`src/rtl/cpu_control_unit.sv`:
```
// cpu_control_unit: multi-cycle accumulator CPU controller (FETCH/DECODE/INDIRECT/EXECUTE/HALT).
// Optional indirect addressing is built only when CTRL_INDIRECT_EN is defined.
module cpu_control_unit #(
    parameter logic [3:0] RESET_PC = 4'h0
) (
    input  logic       clk,
    input  logic       rst,
    output logic [3:0] mem_address,
    output logic       mem_read,
    output logic       mem_write,
    output logic [7:0] mem_wdata,
    input  logic [7:0] mem_rdata,
    output logic [7:0] ac,
    output logic       carry,
    output logic [3:0] pc,
    output logic       halted
);

    localparam logic [2:0] OP_AND = 3'b000;
    localparam logic [2:0] OP_ADD = 3'b001;
    localparam logic [2:0] OP_LDA = 3'b010;
    localparam logic [2:0] OP_STA = 3'b011;
    localparam logic [2:0] OP_JMP = 3'b100;
    localparam logic [2:0] OP_HLT = 3'b111;

    typedef enum logic [2:0] {
        S_FETCH    = 3'd0,
        S_DECODE   = 3'd1,
`ifdef CTRL_INDIRECT_EN
        S_INDIRECT = 3'd2,
`endif
        S_EXECUTE  = 3'd3,
        S_HALT     = 3'd4
    } state_t;

    state_t     state_q, state_d;
    logic [3:0] pc_q, pc_d;
    logic [3:0] ea_q, ea_d;
    logic [7:0] ac_q, ac_d;
    logic [7:0] ir_q, ir_d;
    logic       carry_q, carry_d;

    logic [2:0] opcode;
    logic       is_nop;

    assign opcode = ir_q[7:5];
    assign is_nop = (opcode == 3'b101) || (opcode == 3'b110);

`ifndef CTRL_INDIRECT_EN
    // Without indirect support the I bit carries no meaning.
    logic unused_ind;
    assign unused_ind = ir_q[4];
`endif

    // State register.
    always_ff @(posedge clk) begin
        if (rst) begin
            state_q <= S_FETCH;
        end else begin
            state_q <= state_d;
        end
    end

    // Next-state selection.
    always_comb begin
        state_d = state_q;
        unique case (state_q)
            S_FETCH: state_d = S_DECODE;
            S_DECODE: begin
                if (opcode == OP_HLT) begin
                    state_d = S_HALT;
                end else if (is_nop) begin
                    state_d = S_FETCH;
                end else begin
                    state_d = S_EXECUTE;
                end
`ifdef CTRL_INDIRECT_EN
                if (ir_q[4]) begin
                    state_d = S_INDIRECT;
                end
`endif
            end
`ifdef CTRL_INDIRECT_EN
            S_INDIRECT: begin
                if (is_nop) begin
                    state_d = S_FETCH;
                end else if (opcode == OP_HLT) begin
                    state_d = S_HALT;
                end else begin
                    state_d = S_EXECUTE;
                end
            end
`endif
            S_EXECUTE: state_d = S_FETCH;
            S_HALT:    state_d = S_HALT;
            default:   state_d = S_FETCH;
        endcase
    end

    // Architectural registers.
    always_ff @(posedge clk) begin
        if (rst) begin
            pc_q    <= RESET_PC;
            ea_q    <= 4'h0;
            ac_q    <= 8'h00;
            ir_q    <= 8'h00;
            carry_q <= 1'b0;
        end else begin
            pc_q    <= pc_d;
            ea_q    <= ea_d;
            ac_q    <= ac_d;
            ir_q    <= ir_d;
            carry_q <= carry_d;
        end
    end

    // Register next values; everything holds unless the current state updates it.
    always_comb begin
        pc_d    = pc_q;
        ea_d    = ea_q;
        ac_d    = ac_q;
        ir_d    = ir_q;
        carry_d = carry_q;
        unique case (state_q)
            S_FETCH: begin
                ir_d = mem_rdata;
                pc_d = pc_q + 4'd1;
            end
            S_DECODE: ea_d = ir_q[3:0];
`ifdef CTRL_INDIRECT_EN
            S_INDIRECT: ea_d = mem_rdata[3:0];
`endif
            S_EXECUTE: begin
                case (opcode)
                    OP_AND:  ac_d = ac_q & mem_rdata;
                    OP_ADD:  {carry_d, ac_d} = {1'b0, ac_q} + {1'b0, mem_rdata};
                    OP_LDA:  ac_d = mem_rdata;
                    OP_JMP:  pc_d = ea_q;
                    default: ;
                endcase
            end
            default: ;
        endcase
    end

    // Memory strobes; a store is suppressed while rst is high.
    always_comb begin
        mem_address = pc_q;
        mem_read    = 1'b0;
        mem_write   = 1'b0;
        unique case (state_q)
            S_FETCH: mem_read = 1'b1;
`ifdef CTRL_INDIRECT_EN
            S_INDIRECT: begin
                mem_address = ea_q;
                mem_read    = 1'b1;
            end
`endif
            S_EXECUTE: begin
                case (opcode)
                    OP_AND, OP_ADD, OP_LDA: begin
                        mem_address = ea_q;
                        mem_read    = 1'b1;
                    end
                    OP_STA: begin
                        mem_address = ea_q;
                        mem_write   = ~rst;
                    end
                    default: ;
                endcase
            end
            default: ;
        endcase
    end

    assign mem_wdata = ac_q;
    assign ac        = ac_q;
    assign carry     = carry_q;
    assign pc        = pc_q;
    assign halted    = (state_q == S_HALT);

endmodule

```
`config.mk`:
```
export PLATFORM = sky130hd
export DESIGN_NAME = cpu_control_unit
export DESIGN_NICKNAME = d
export VERILOG_FILES = /design/src/rtl/cpu_control_unit.sv
export SDC_FILE = /design/constraint.sdc
export NUM_CORES = 1
export LEC_CHECK = 0
export BUFFER_PORTS_ARGS = -buffer_cell sky130_fd_sc_hd__buf_4
export CAP_MARGIN = 25
export CORE_UTILIZATION = 40
export DETAILED_ROUTE_END_ITERATION = 7
export SYNTH_ARGS = -nofsm -noshare
export SYNTH_HDL_FRONTEND = slang
export SYNTH_SLANG_ARGS = --single-unit
```
`constraint.sdc`:
```
create_clock -name clk -period 2.15 [get_ports clk]
set_input_delay 0.1075 -clock clk [delete_from_list [all_inputs] [get_ports clk]]
set_output_delay 0.1075 -clock clk [all_outputs]
set_load 0.05 [all_outputs]
```
==> results.txt <==
- Static timing analysis puts the maximum clock frequency at 489 MHz.
- In this run the clock root is driven by a sky130_fd_sc_hd__clkbuf_8.
- The setup path with the least slack is of type reg2reg.
* Post-synth net total: 248
- With fillers left out, the area of the finished cells amounts to 2150 µm².
- After global routing the overflow that remains totals 0.
- Count of boundary I/O pins: 38
- RSZ-0062 raised after global routing: no
- The number of clock buffers added by TritonCTS is 3.
- Antenna violations before repair: 0
- Counting instances, the worst hold path has a depth of 3.
- The startpoint identified for the worst register-to-register timing path is ac[0].
- Count of hold buffers inserted by post-cts repair: 0
- Mapped Avg Cell Area: 7.85 µm²
* Number of H-tree levels: 1
- In the final routed layout, each cell accounts on average for 14.2 µm.
- The number of antenna diodes in the final layout is 0.
* Xor and xnor area share after synthesis: 0.979%
- Chip Width: 68.9 µm
- Most common flop cell mapped by yosys: sky130_fd_sc_hd__dfxtp_1
* Placer's final routability congestion estimate: 0.856
* Placed cell areas: 2090 µm²
- Category of the worst setup path capture point: flip-flop
- The biggest area contributor in the post-synthesis netlist is sky130_fd_sc_hd__dfxtp_1.
* TritonCTS clock tree: done
- Summing the areas of all and, or, nand and nor instances in the mapped netlist gives 26.1% of the synthesized area.
- In the final timing run, aggregate negative setup slack is 0 ps.
- Of all flip-flops after synthesis, the portion carrying an async set or reset was 0%.
- In the synthesized netlist, the cells that appear most often are sky130_fd_sc_hd__nand2_1 (34), sky130_fd_sc_hd__dfxtp_1 (27), sky130_fd_sc_hd__nor2_1 (24).
- Largest family of logic cells by synthesized area: simple AND/OR/NAND/NOR gates
* Result of the run: finished clean
* Net total in the final layout: 280
- The first global-routing pass estimated 7490 µm of wire.
- Class of the tightest hold or removal check: in2reg
* Most repeated cell in the gate-level netlist after synthesis: sky130_fd_sc_hd__nand2_1
* Core Area: 4140 µm²
* Count of antenna-violating nets left after detailed routing: 0
- In this run the power density over the cells is 606 nW/µm².
- Counting every sink on the clock net gives 27.
- Summed over all cells, the static leakage comes to 0.875 nW.
- Vias in the first global route: 1,551
* Maximum buffer depth of the clock tree: 2
- Share of cell area taken by muxes after synthesis: 4.48%
- Count of yosys warnings during synthesis: 0
- Final critical path time including I/O delays and setup: 2040 ps
- STA puts the critical path data arrival time at 2240 ps.
* Post-synthesis share of cell area spent on full adders, half adders and majority gates: 7.41%
- Setup violations remaining at the end of the flow were counted as 0.
- Summing over every cut layer, the via total after detailed routing is 1,671.
- Mapped Area: 1790 µm²
* Share of the synthesized area in compound gates (AO/OA/AOI/OAI): 23.0%
* Routed vias/inst: 5.41
- Post-detailed-placement half-perimeter wirelength: 3160 µm
- For the worst setup path, the data required time is 2350 ps.
* Die Area: 4740 µm²
* Worst voltage drop across the vdd grid: 0.321 mV
- The final count of pins violating max slew is 0.
- Initial core utilization: 43.2%
* Internal reg-to-reg setup slack: 110 ps
* Max stage delay on crit path: 370 ps
- For this run, the total global-route usage over all layers was measured as 21.1%.
- Walking the worst path, the cells encountered are ha_4, inv_1, fa_2, and2b_1, o2111ai_1, and3_1, or3_1, a311oi_2.
- From synthesis to final layout, the design area changed by 19.9%.
* Max Clock Skew: 6.06 ps
* Die boundary height: 68.9 µm
- Maxcap violations: 0
- Floorplan row count: 23
- The total count of hold-check failures in the final report is 0.
- Largest driver fanout on the critical path: 4
- In this run, distinct cell masters in the synthesized netlist total 54.
* IO buf count: 37
* EDFF count, synth: 0
- The top cell type by area accounts for 30.2% of the synthesized area.
- For the pin with the worst max-slew slack, the measured transition is 608 ps.
- Fillcell total: 430
- Mapped Cells: 228
- Clock latency reported for the late side of the worst-skew pair: 280 ps
* Worst r2r path cells: 8
* Largest cells by area after synthesis: sky130_fd_sc_hd__dfxtp_1 (30%), sky130_fd_sc_hd__nand2_1 (7.1%), sky130_fd_sc_hd__ha_1 (6.3%), sky130_fd_sc_hd__a21oi_1 (5.6%), sky130_fd_sc_hd__nor2_1 (5.0%)
- The final layout contains routed wiring with a total length of 4400 µm.
- Worst Setup Start Kind: flip-flop
- Number of optimization iterations in the first detailed-route pass: 4
- Measured against its own limit, the worst slew margin works out to 59.3%.
- Worst reg2reg path endpoint: ac[6]
- Worst hold path endpoint: ir_q[7]
- Crit-path leading delay family: simple AND/OR/NAND/NOR gates
* Proportion of synthesized chip area in sequential cells: 30.2%
- In the routed design, unresolved DRC markers number 0.
* Fraction of final layout cells sized beyond drive strength 1: 24.3%
- Final period util: 95.1%
- Pin count of the biggest net entering global routing: 31
* Slowest cell on the critical path: sky130_fd_sc_hd__dfxtp_4
* Iteration-0 DRC Markers: 69
* Critical path buffer and inverter count: 1
* Hold Startpoint: mem_rdata[7]
* Clk pin slew, worst setup/hold paths: 100 ps
- The synthesized design contains 27 register bits.
==> timing repair <==
item / CTS / global route
endpoints found under the hold margin: 0 / 0
endpoints found under the setup margin: 0 / 1
buffers inserted: 0 / 1
resized for setup: 0 / 1
==> layer usage <==
metal / share of wire [%] / track usage (%) / up-vias
met4: 0.59 / 3.06 / 0
met5: 0 / 0 / -
met2: 43 / 32.0 / 37
met1: 52 / 31.1 / 772
met3: 4.5 / 4.11 / 4
li1: - / - / 858
==> where the power goes <==
part           leakage, nW  switching (mW)  internal [mW]
registers            0.222          0.0378          0.532
logic                0.628           0.278          0.155
clock network       0.0255           0.167          0.130
total                0.875           0.483          0.817
==> worst reg2reg max path, stage by stage, from the launching register on <==
cell                        delay [ps]
sky130_fd_sc_hd__dfxtp_4           370
sky130_fd_sc_hd__ha_4              140
sky130_fd_sc_hd__inv_1              50
sky130_fd_sc_hd__fa_2              340
sky130_fd_sc_hd__and2b_1           230
sky130_fd_sc_hd__o2111ai_1         100
sky130_fd_sc_hd__and3_1            220
sky130_fd_sc_hd__or3_1             320
sky130_fd_sc_hd__a311oi_2          190
==> kinds of logic (layout without fill, tap and decap cells) <==
group,after synthesis,after routing
compound gates,60,60
fa+ha+maj,10,10
buf+inv,26,57
flops,27,27
xor+xnor,2,2
mux,8,8
simple gates,95,95
==> area by class of cell <==
type	count	area, µm²	share of cell area [%]
clock buffer	3	41.3	1.92
sequential	27	546	25.4
clock inverter	1	5.00	0.233
inverter	8	30.0	1.40
timing repair buffer	45	338	15.7
multi-input combinational	175	1120	52.4
tap	50	62.6	2.92
==> stage by stage <==
stage / setup WS, ps / power [mW] / std cells / hold slack [ps] / utilization [%]
finish: 106 / 1.30 / 309 / 83.0 / 51.8
global route: 31.1 / 1.38 / 309 / 72.3 / 51.8
detailed placement: 57.3 / 1.01 / 304 / 379 / 50.4
CTS: 38.0 / 1.32 / 308 / 80.3 / 51.5
global placement: 103 / 1.01 / 304 / 381 / 50.4
floorplan: 32.8 / 0.890 / 228 / 243 / -
==> flip-flops by register name, indices dropped and copies added, names as in the netlist <==
register / count
ac: 8
state_q: 3
ea_q: 4
pc: 4
ir_q: 7
carry: 1
==> placed cells by master, fill, tap and decap left out, types with 3 or more instances in the layout <==
master / instances
sky130_fd_sc_hd__o21ai_1: 5
sky130_fd_sc_hd__clkbuf_8: 3
sky130_fd_sc_hd__o22ai_1: 3
sky130_fd_sc_hd__nor2b_1: 3
sky130_fd_sc_hd__a21oi_1: 20
sky130_fd_sc_hd__nand3b_1: 3
sky130_fd_sc_hd__o21a_1: 3
sky130_fd_sc_hd__dfxtp_1: 25
sky130_fd_sc_hd__nor2_1: 24
sky130_fd_sc_hd__buf_4: 45
sky130_fd_sc_hd__inv_1: 7
sky130_fd_sc_hd__nand2b_1: 4
sky130_fd_sc_hd__nor3_1: 9
sky130_fd_sc_hd__o21ai_0: 8
sky130_fd_sc_hd__or3_1: 3
sky130_fd_sc_hd__mux2i_1: 8
sky130_fd_sc_hd__nand2_1: 34
sky130_fd_sc_hd__ha_1: 8
==> worst max path at each step <==
stage           from  endpoint  depth (start not counted)
2_1_floorplan  ac[0]     ac[6]                          8
3_3_place_gp   ac[0]     ac[6]                          8
3_5_place_dp   ac[0]     ac[6]                          8
4_1_cts        ac[0]     ac[6]                          8
5_1_grt        ac[0]     ac[6]                          8
6_report       ac[0]     ac[6]                          8
No activity file was read; power rests on OpenSTA's default activity.
